===== src/rtl/pipe_ctrl.sv =====
// Pipe obstacle generator: scrolls two pipes on the 1 ms game tick, respawns them
// with LFSR-driven gap heights, and tracks the nearest unpassed pipe and the score.
module pipe_ctrl #(
  parameter int SCROLL_DIV = 8,
  parameter int SPACING    = 320,
  parameter int RESPAWN_X  = 639,
  parameter int BIRD_X     = 320,
  parameter int Y_MIN      = 220,
  parameter int SCORE_MAX  = 1023
) (
  input  logic       clk_ms,
  input  logic       rst_n,
  input  logic [1:0] state,
  output logic [9:0] pip1_X,
  output logic [8:0] pip1_Y,
  output logic [9:0] pip2_X,
  output logic [8:0] pip2_Y,
  output logic [9:0] score,
  output logic       pass_pulse
);

  localparam logic [9:0]  XA_START = 10'(2 * SPACING);
  localparam logic [9:0]  XB_START = 10'(3 * SPACING);
  localparam logic [8:0]  Y_START  = 9'd348;
  localparam logic [15:0] LFSR_SEED = 16'hACE1;
  localparam logic [1:0]  ST_IDLE  = 2'd0;
  localparam logic [1:0]  ST_PLAY  = 2'd1;

  logic [9:0]  r_xa, r_xb;
  logic [8:0]  r_ya, r_yb;
  logic        r_sel;
  logic [2:0]  r_div;
  logic [15:0] r_lfsr;
  logic [9:0]  r_score;
  logic        r_pass;

  logic [9:0]  w_xa, w_xb;
  logic [8:0]  w_ya, w_yb;
  logic        w_sel;
  logic [2:0]  w_div;
  logic [15:0] w_lfsr;
  logic [9:0]  w_score;
  logic        w_pass_nxt;

  logic        w_lfsr_fb;
  logic [8:0]  w_rand_a, w_rand_b;
  logic        w_tick;
  logic [9:0]  w_pip1_x;
  logic        w_pass;

  // Fibonacci LFSR, taps 16,14,13,11, shifting toward bit 0
  assign w_lfsr_fb = r_lfsr[0] ^ r_lfsr[2] ^ r_lfsr[3] ^ r_lfsr[5];
  assign w_lfsr    = {w_lfsr_fb, r_lfsr[15:1]};

  assign w_rand_a = 9'(Y_MIN) + {1'b0, r_lfsr[7:0]};
  assign w_rand_b = 9'(Y_MIN) + {1'b0, r_lfsr[15:8]};
  assign w_tick   = (r_div == 3'(SCROLL_DIV - 1));
  assign w_pip1_x = r_sel ? r_xb : r_xa;
  assign w_pass   = w_tick && (w_pip1_x == 10'(BIRD_X));

  always_comb begin
    w_xa       = r_xa;
    w_xb       = r_xb;
    w_ya       = r_ya;
    w_yb       = r_yb;
    w_sel      = r_sel;
    w_div      = r_div;
    w_score    = r_score;
    w_pass_nxt = 1'b0;
    case (state)
      ST_IDLE: begin
        w_xa    = XA_START;
        w_xb    = XB_START;
        w_ya    = w_rand_a;
        w_yb    = w_rand_b;
        w_sel   = 1'b0;
        w_div   = 3'd0;
        w_score = 10'd0;
      end
      ST_PLAY: begin
        w_div = w_tick ? 3'd0 : r_div + 3'd1;
        if (w_tick) begin
          // Zero check precedes the decrement so X never wraps
          if (r_xa == 10'd0) begin
            w_xa = 10'(RESPAWN_X);
            w_ya = w_rand_a;
          end else begin
            w_xa = r_xa - 10'd1;
          end
          if (r_xb == 10'd0) begin
            w_xb = 10'(RESPAWN_X);
            w_yb = w_rand_b;
          end else begin
            w_xb = r_xb - 10'd1;
          end
        end
        if (w_pass) begin
          w_score    = (r_score >= 10'(SCORE_MAX)) ? 10'(SCORE_MAX) : r_score + 10'd1;
          w_sel      = ~r_sel;
          w_pass_nxt = 1'b1;
        end
      end
      default: ;
    endcase
  end

  always_ff @(posedge clk_ms or negedge rst_n) begin
    if (!rst_n) begin
      r_xa    <= XA_START;
      r_xb    <= XB_START;
      r_ya    <= Y_START;
      r_yb    <= Y_START;
      r_sel   <= 1'b0;
      r_div   <= 3'd0;
      r_lfsr  <= LFSR_SEED;
      r_score <= 10'd0;
      r_pass  <= 1'b0;
    end else begin
      r_xa    <= w_xa;
      r_xb    <= w_xb;
      r_ya    <= w_ya;
      r_yb    <= w_yb;
      r_sel   <= w_sel;
      r_div   <= w_div;
      r_lfsr  <= w_lfsr;
      r_score <= w_score;
      r_pass  <= w_pass_nxt;
    end
  end

  assign pip1_X     = r_sel ? r_xb : r_xa;
  assign pip1_Y     = r_sel ? r_yb : r_ya;
  assign pip2_X     = r_sel ? r_xa : r_xb;
  assign pip2_Y     = r_sel ? r_ya : r_yb;
  assign score      = r_score;
  assign pass_pulse = r_pass;

endmodule


===== config.mk =====
export PLATFORM = sky130hd
export DESIGN_NAME = pipe_ctrl
export DESIGN_NICKNAME = d
export VERILOG_FILES = /design/src/rtl/pipe_ctrl.sv
export SDC_FILE = /design/constraint.sdc
export NUM_CORES = 1
export LEC_CHECK = 0
export BUFFER_PORTS_ARGS = -buffer_cell sky130_fd_sc_hd__buf_4
export CAP_MARGIN = 20
export CORE_UTILIZATION = 52
export CTS_BUF_LIST = sky130_fd_sc_hd__clkbuf_4 sky130_fd_sc_hd__clkbuf_8
export CTS_CLUSTER_SIZE = 25
export DETAILED_ROUTE_END_ITERATION = 6
export PLACE_DENSITY = 0.85
export SYNTH_ARGS = -nofsm -noshare
export SYNTH_HDL_FRONTEND = slang
export SYNTH_SLANG_ARGS = --single-unit
export TNS_END_PERCENT = 30

===== constraint.sdc =====
create_clock -name clk_ms -period 5.3 [get_ports clk_ms]
set_clock_uncertainty 0.05 [all_clocks]
set_input_delay 0 -clock clk_ms [delete_from_list [all_inputs] [get_ports clk_ms]]
set_output_delay 0 -clock clk_ms [all_outputs]
set_load 0.01 [all_outputs]

==> results.tsv, run 1 <==
stage	metric	value	unit
run_status	outcome	finished, violations left	
run_status	failing checks	design-rule violations	
cts	CTS tree	done	
drt	Starting DRT DRC Count	230	
logic_synthesis	Synth Instances	343	
floorplan	Die ar.	7210	um^2
drt	drt total wl	7790	um
drt	Avg WL per Cell	16.3	um
worst_setup_path	RR Endpoint	score[4]$_DFFE_PN0P_	
worst_setup_path	FF-to-FF setup slack	1.77	ns
power_and_ir_drop	Leak Pwr	1.95	nW
worst_setup_path	crit path max fanout	31	
sta	Slew Viols, Final	0	
floorplan	Die W	84.9	um
drt	ANT nets after route	0	
cts	clock latency on the worst-skew pair	0.35	ns
sta	Final min period	3.53	ns
logic_synthesis	Post-Syn Nets	354	
cells_and_area	P&R area growth vs syn	19.8	%
worst_setup_path	Crit Path Class	reg -> reg	
run	max cap viols	0	
drt	routed wl met2	3910	um
logic_synthesis	Yosys reg bits	69	
drt	DRC errors left	3	
grt	antenna violations before repair	0	
cts	clk slew on worst S/H paths	0.07	ns
drt	routed vias	2849	
grt	gr ovfl total	0	
sta	period utilisation layout	66.5	%
floorplan	io pins	53	
sta	Rel. slew slack	29.6	%
cells_and_area	Post-Layout Cell Count	479	
grt	Total GRT Usage	23.3	%
drt	met1 wire length	3380	um
floorplan	die height	84.9	um
sta	final setup TNS	0	ns
worst_setup_path	CP endpoint kind	flip-flop	
placed_design	number of port buffers	52	
logic_synthesis	Synth Flop Type	dfrtp_1	
worst_setup_path	Worst path slowest cell	a21oi_1	
drt	Top Layer Used	met4	
sta	Setup violations, final	0	
grt	first-pass GRT wire length	13000	um
logic_synthesis	YS warnings	0	
cells_and_area	commonest non-fill, non-tap cell in the layout	buf_4	
cts	Clock Sinks	69	
cells_and_area	nets	408	
cells_and_area	antenna cell count	0	
cts	Max Root-Sink Buffers	2	
sta	Worst-Margin Slew	1.06	ns
worst_setup_path	Reg2Reg Depth	6	
logic_synthesis	sequential area share after synthesis	49.1	%
sta	RSZ-0062 raised after global routing	no	
worst_setup_path	delay of the slowest critical-path stage	0.84	ns
floorplan	Core Region	6490	um^2
grt	vias in the first global route	2665	
cts	CTS Buf Count	9	
placed_design	DP Wirelength	5340	um
logic_synthesis	Post-Syn Area per Cell	10.4	um^2
power_and_ir_drop	VDD IR max	0.000170	V
floorplan	number of core rows	29	
logic_synthesis	Unique masters post-synth	51	
sta	final setup margin	1.77	ns
placed_design	GPL Wtd Cong	0.860	
worst_setup_path	WP data required	5.49	ns
logic_synthesis	Cell Area, Synth	3570	um^2
drt	Via density	5.95	
drt	met3 routed WL	352	um
placed_design	Setup WS pre-CTS	1.89	ns
worst_setup_path	CP Data Arrival Time	3.72	ns
floorplan	initial core utilization	55.0	%
logic_synthesis	Post-synth EDFFs	0	
power_and_ir_drop	P per Cell Area	260	nW/um^2
drt	drt pass-1 iters	7	
sta	final hold viol count	0	
worst_setup_path	Critical Path Start Type	flip-flop	
cts	Post-CTS Resized	0	
logic_synthesis	ys async rst share	100	%
cts	clock root buffer	clkbuf_8	
sta	Max Clock Freq	284	MHz
cells_and_area	commonest non-fill, non-tap cells in the layout	buf_4 (54), dfrtp_1 (45), nand2_1 (38)	
worst_hold_path	min-delay worst type	in -> async	
worst_setup_path	CP Cell Sequence	buf_4, mux2_2, or3_1, a21oi_1, a41oi_1, a311oi_1	
cells_and_area	layout cells sized above 1	33.6	%
cts	H-tree Lvls	3	
worst_setup_path	RR Startpoint	r_sel$_DFFE_PN0P_	
placed_design	Placed Instances	459	
grt	largest net degree at the start of global routing	70	
==> cells by family after synthesis <==
family	after synthesis	synth area share, %
flops	69	49.1
buf+inv	31	3.39
fa+ha+maj	7	2.45
compound gates	71	13.0
xor+xnor	12	2.94
simple gates	111	16.1
mux	42	13.1
==> through the flow <==
step	hold WS, ns	instance area, um^2	utilization, %	total power, mW
2_1_floorplan	-0.346	3570	-	0.596
3_3_place_gp	0.101	4010	61.7	0.628
3_5_place_dp	0.114	4020	61.8	0.631
4_1_cts	0.285	4280	66.0	1.12
5_1_grt	0.328	4280	66.0	1.15
6_report	0.240	4280	66.0	1.11
==> how the worst max path moves through the flow <==
stage                         from              endpoint  slack (ns)
2_1_floorplan  r_xb[6]$_DFFE_PN1P_  score[7]$_DFFE_PN0P_        3.09
6_report         r_sel$_DFFE_PN0P_  score[4]$_DFFE_PN0P_        1.77
5_1_grt          r_sel$_DFFE_PN0P_  score[4]$_DFFE_PN0P_        1.57
4_1_cts          r_sel$_DFFE_PN0P_  score[4]$_DFFE_PN0P_        1.86
3_5_place_dp     r_sel$_DFFE_PN0P_  score[4]$_DFFE_PN0P_        1.89
3_3_place_gp     r_sel$_DFFE_PN0P_  score[4]$_DFFE_PN0P_        2.00
==> where the power goes <==
part / leakage, nW / switching, mW / total [mW] / internal [mW]
logic: 0.961 / 0.0387 / 0.0699 / 0.0312
registers: 0.867 / 0.0112 / 0.555 / 0.544
clock network: 0.120 / 0.194 / 0.488 / 0.294
total: 1.95 / 0.244 / 1.11 / 0.869
==> Yosys cell counts (all sizes together), types with 3 or more instances <==
cell type | number | area share (%)
a211oi | 3 | 0.63
a21o | 4 | 0.84
a21oi | 13 | 1.8
a31oi | 5 | 0.88
and3 | 3 | 0.53
buf | 3 | 0.45
clkbuf | 12 | 1.3
dfrtp | 45 | 32
dfstp | 24 | 18
ha | 7 | 2.5
inv | 16 | 1.7
mux2 | 37 | 12
mux2i | 5 | 1.4
nand2 | 38 | 4.0
nand3 | 13 | 1.8
nor2 | 17 | 1.8
nor3 | 6 | 0.84
nor4 | 4 | 0.70
o211ai | 9 | 1.9
o21ai | 26 | 3.6
or3 | 8 | 1.5
or4 | 3 | 0.63
xnor2 | 9 | 2.2
xor2 | 3 | 0.74
==> sequential cells by signal, indices dropped and copies added, names as in the netlist <==
signal,count
pass_pulse,1
r_div,3
r_lfsr,16
r_sel,1
r_xa,10
r_xb,10
r_ya,9
r_yb,9
score,10
==> area by class of cell <==
type,instances,area (um^2)
fillers,488,2210
well taps,77,96.3
clock buffers,12,159
clock inverters,4,70.1
inverters,16,60.1
repair buffers,58,445
multi-input cells,243,1700
flip-flops and latches,69,1760
==> critical path, delay by kind of cell (launching register included) <==
family	cells	cell delay [ns]
AOI/OAI and AO/OA	3	1.37
buffers and inverters	1	0.45
DFF	1	0.70
muxes	1	0.39
and+or+nand+nor	1	0.44
==> routing by layer <==
metal	vias to the layer above	global-route usage (%)
met5	-	0
met4	0	10.2
met3	14	4.09
met2	88	39.5
met1	1399	29.4
li1	1348	-
==> timing repair <==
| item | CTS | global route |
|---|---|---|
| hold buffers | 4 | 0 |
| hold endpoints to repair | 49 | 0 |
| setup buffers | 0 | 0 |
(Power assumes the default switching activity.)
==> run 2: changes to the inputs <==
--- a/config.mk
+++ b/config.mk
@@ -5,13 +5,14 @@
 export SDC_FILE = /design/constraint.sdc
 export NUM_CORES = 1
 export LEC_CHECK = 0
+export ABC_AREA = 1
 export BUFFER_PORTS_ARGS = -buffer_cell sky130_fd_sc_hd__buf_4
 export CAP_MARGIN = 20
 export CORE_UTILIZATION = 52
 export CTS_BUF_LIST = sky130_fd_sc_hd__clkbuf_4 sky130_fd_sc_hd__clkbuf_8
 export CTS_CLUSTER_SIZE = 25
 export DETAILED_ROUTE_END_ITERATION = 6
-export PLACE_DENSITY = 0.85
+export PLACE_DENSITY = 0.87
 export SYNTH_ARGS = -nofsm -noshare
 export SYNTH_HDL_FRONTEND = slang
 export SYNTH_SLANG_ARGS = --single-unit
==> constraint.sdc (replaced) <==
create_clock -name clk_ms -period 2.8 [get_ports clk_ms]
set_clock_uncertainty 0.05 [all_clocks]
set_input_delay 0 -clock clk_ms [delete_from_list [all_inputs] [get_ports clk_ms]]
set_output_delay 0 -clock clk_ms [all_outputs]
set_load 0.01 [all_outputs]
==> results.tsv, run 2 <==
stage	metric	value	unit	change
drt	drt pass-1 iters	5		-2
cts	CTS Buf Count	9		unchanged
drt	Via density	5.32		-10%
cells_and_area	nets	568		+39%
sta	final setup TNS	0	ns	unchanged
cells_and_area	commonest non-fill, non-tap cells in the layout	nand2_1 (174), inv_1 (62), buf_4 (55)		
cells_and_area	P&R area growth vs syn	18.2	%	
floorplan	Die ar.	7650	um^2	+6.1%
sta	period utilisation layout	75.0	%	+8.4 points
logic_synthesis	dominant cell type by area after synthesis	dfrtp_1		
placed_design	GPL Wtd Cong	0.836		-2.8%
worst_setup_path	FF-to-FF setup slack	0.70	ns	-1.07 ns
floorplan	Core Region	6910	um^2	+6.3%
cells_and_area	sequential cell area	1760	um^2	unchanged
cells_and_area	Biggest register	r_lfsr		
worst_setup_path	RR Startpoint	r_div[0]$_DFFE_PN0P_		
logic_synthesis	Post-Syn Nets	512		+45%
power_and_ir_drop	Comb pwr share	8.0	%	+1.7 points
sta	Slew Viols, Final	0		unchanged
cells_and_area	Fillers	631		+29%
logic_synthesis	Synth top cells by count	nand2_1 (174), inv_1 (62), o21ai_0 (50)		
placed_design	DP Wirelength	6200	um	+16%
power_and_ir_drop	Net Sw Frac	24.8	%	+2.9 points
sta	hold_ws	0.258	ns	+0.0183 ns
drt	Starting DRT DRC Count	305		+33%
cells_and_area	layout cells sized above 1	19.8	%	-14 points
floorplan	io pins	53		unchanged
cts	clock latency on the worst-skew pair	0.35	ns	about the same
cells_and_area	max FFs per register	16		unchanged
worst_hold_path	min-delay worst type	in -> async		
worst_setup_path	Critical Path Start Type	flip-flop		
sta	Max Clock Freq	476	MHz	+68%
power_and_ir_drop	Leak Pwr	2.37	nW	+22%
grt	first-pass GRT wire length	15600	um	+20%
logic_synthesis	top-count cell post-synth	nand2_1		
logic_synthesis	Yosys reg bits	69		unchanged
run	max cap viols	0		unchanged
worst_setup_path	crit path max fanout	11		-65%
sta	Final min period	2.10	ns	-1.43 ns
cts	clock root buffer	clkbuf_8		
sta	Rel. slew slack	42.0	%	+12 points
power_and_ir_drop	Seq pwr share	50.9	%	+1.0 points
logic_synthesis	Post-synth EDFFs	0		unchanged
worst_setup_path	Worst path slowest cell	nor2_2		
logic_synthesis	YS warnings	0		unchanged
grt	largest net degree at the start of global routing	70		unchanged
grt	gr ovfl total	0		unchanged
drt	DRC errors left	0		-3
worst_setup_path	WP data required	3.04	ns	-2.45 ns
logic_synthesis	Synth Flop Type	dfrtp_1		
worst_setup_path	delay of the slowest critical-path stage	0.41	ns	-0.43 ns
floorplan	die height	87.5	um	+3.0%
drt	routed vias	3503		+23%
drt	Avg WL per Cell	13.9	um	-15%
worst_setup_path	RR Endpoint	score[2]$_DFFE_PN0P_		
drt	ANT nets after route	0		unchanged
worst_setup_path	Crit Path Class	reg -> reg		
power_and_ir_drop	VDD IR max	0.000265	V	+56%
cts	H-tree Lvls	3		unchanged
logic_synthesis	Synth Instances	501		+46%
grt	antenna violations before repair	0		unchanged
cells_and_area	multi-input logic area	1710	um^2	+0.59%
logic_synthesis	area fraction of the dominant cell type after synthesis	29.7	%	-1.8 points
power_and_ir_drop	Clock power frac	41.1	%	-2.7 points
floorplan	number of core rows	30		+3.4%
cells_and_area	antenna cell count	0		unchanged
power_and_ir_drop	internal power	1.56	mW	+79%
grt	Total GRT Usage	27.0	%	+3.7 points
cells_and_area	commonest non-fill, non-tap cell in the layout	nand2_1		
drt	drt total wl	9120	um	+17%
logic_synthesis	ys async rst share	100	%	unchanged
worst_setup_path	CP Cell Sequence	ha_1, ha_1, inv_1, nor2_2, nand3_1, nor2_2, nand2_1, nand2_1		
logic_synthesis	Cell Area, Synth	3800	um^2	+6.2%
logic_synthesis	Unique masters post-synth	33		-35%
sta	Setup violations, final	0		unchanged
cts	Clock Sinks	69		unchanged
placed_design	number of port buffers	52		unchanged
cts	Post-CTS Resized	0		unchanged
run_status	outcome	complete, no violations		
logic_synthesis	Post-Syn Area per Cell	7.58	um^2	-27%
sta	final hold viol count	0		unchanged
worst_setup_path	CP Data Arrival Time	2.34	ns	-1.38 ns
power_and_ir_drop	Net Switching	514	uW	+110%
worst_setup_path	Reg2Reg Depth	8		+2
cells_and_area	final core occ	65.0	%	-1.0 points
cts	Max Root-Sink Buffers	2		unchanged
sta	RSZ-0062 raised after global routing	no		
power_and_ir_drop	P per Cell Area	461	nW/um^2	+78%
floorplan	initial core utilization	55.0	%	-0.056 points
logic_synthesis	sequential area share after synthesis	46.3	%	-2.9 points
floorplan	Die W	87.5	um	+3.0%
cts	clk slew on worst S/H paths	0.08	ns	about the same
grt	vias in the first global route	3399		+28%
worst_setup_path	CP endpoint kind	flip-flop		
sta	Worst-Margin Slew	0.870	ns	-0.186 ns
logic_synthesis	largest cells by area after synthesis	dfrtp_1 (30%), nand2_1 (17%), dfstp_2 (17%), o21ai_0 (6.6%), inv_1 (6.1%)		
cts	CTS tree	done		
## run 2: logic make-up (layout without fill, tap and decap cells)
family,count (synthesis),in the layout,synth area share (%)
fa+ha+maj,7,7,2.31
simple gates,266,266,29.4
buf+inv,78,139,8.80
mux,1,1,0.264
flops,69,69,46.3
compound gates,64,64,9.26
xor+xnor,16,16,3.69
## run 2: repair_timing
item / 4_1_cts / 5_1_grt
hold endpoints to repair: 50 / 0
hold buffers: 4 / 0
buffers inserted: 0 / 0
## run 2: per-layer routing
layer / track usage, % / vias to the layer above / part of all wire, % / routed length (um)
li1: - / 1692 / - / -
met1: 35.3 / 1635 / 43 / 3920
met2: 43.1 / 150 / 48 / 4380
met3: 5.21 / 26 / 6.6 / 603
met4: 13.1 / 0 / 2.4 / 218
met5: 0 / - / 0 / 0
## run 2: final cells by class
cell class | instances | share of cell area, %
Clock inverter | 5 | 1.31
Timing Repair Buffer | 59 | 10.1
Sequential cell | 69 | 39.2
Multi-Input combinational cell | 354 | 38.0
Clock buffer | 11 | 3.37
Inverter | 64 | 5.35
Tap cell | 96 | 2.68
## run 2: per-stage QoR
stage	area [um^2]	setup slack [ns]	instances	power (mW)
6_report	4490	0.701	658	2.07
5_1_grt	4490	0.498	658	2.15
4_1_cts	4490	0.711	658	2.08
3_5_place_dp	4240	0.743	638	1.23
3_3_place_gp	4240	0.831	638	1.22
2_1_floorplan	3800	1.14	501	1.15
## run 2: worst max path at each step
stage | from | endpoint | depth (start not counted)
floorplan | r_div[0]$_DFFE_PN0P_ | r_xb[0]$_DFFE_PN0P_ | 9
finish | r_div[0]$_DFFE_PN0P_ | score[2]$_DFFE_PN0P_ | 8
detailed placement | r_div[0]$_DFFE_PN0P_ | score[2]$_DFFE_PN0P_ | 8
global route | r_div[0]$_DFFE_PN0P_ | score[2]$_DFFE_PN0P_ | 8
global placement | r_div[0]$_DFFE_PN0P_ | r_yb[5]$_DFFE_PN0P_ | 9
CTS | r_div[0]$_DFFE_PN0P_ | score[2]$_DFFE_PN0P_ | 8
## run 2: critical path: cells and delay by family (launching register included)
family,cells,cell delay (ns)
and+or+nand+nor,5,1.21
adders and majority gates,2,0.33
DFF,1,0.38
buffers and inverters,1,0.05
## run 2: power by group through the flow
stage                     Sequential (mW)  Combinational [mW]  Clock (mW)
after floorplan                      1.07              0.0863           0
after global placement               1.07               0.155           0
after detailed placement             1.07               0.160           0
after CTS                            1.05               0.167       0.860
after global routing                 1.06               0.189       0.903
final                                1.05               0.166       0.850
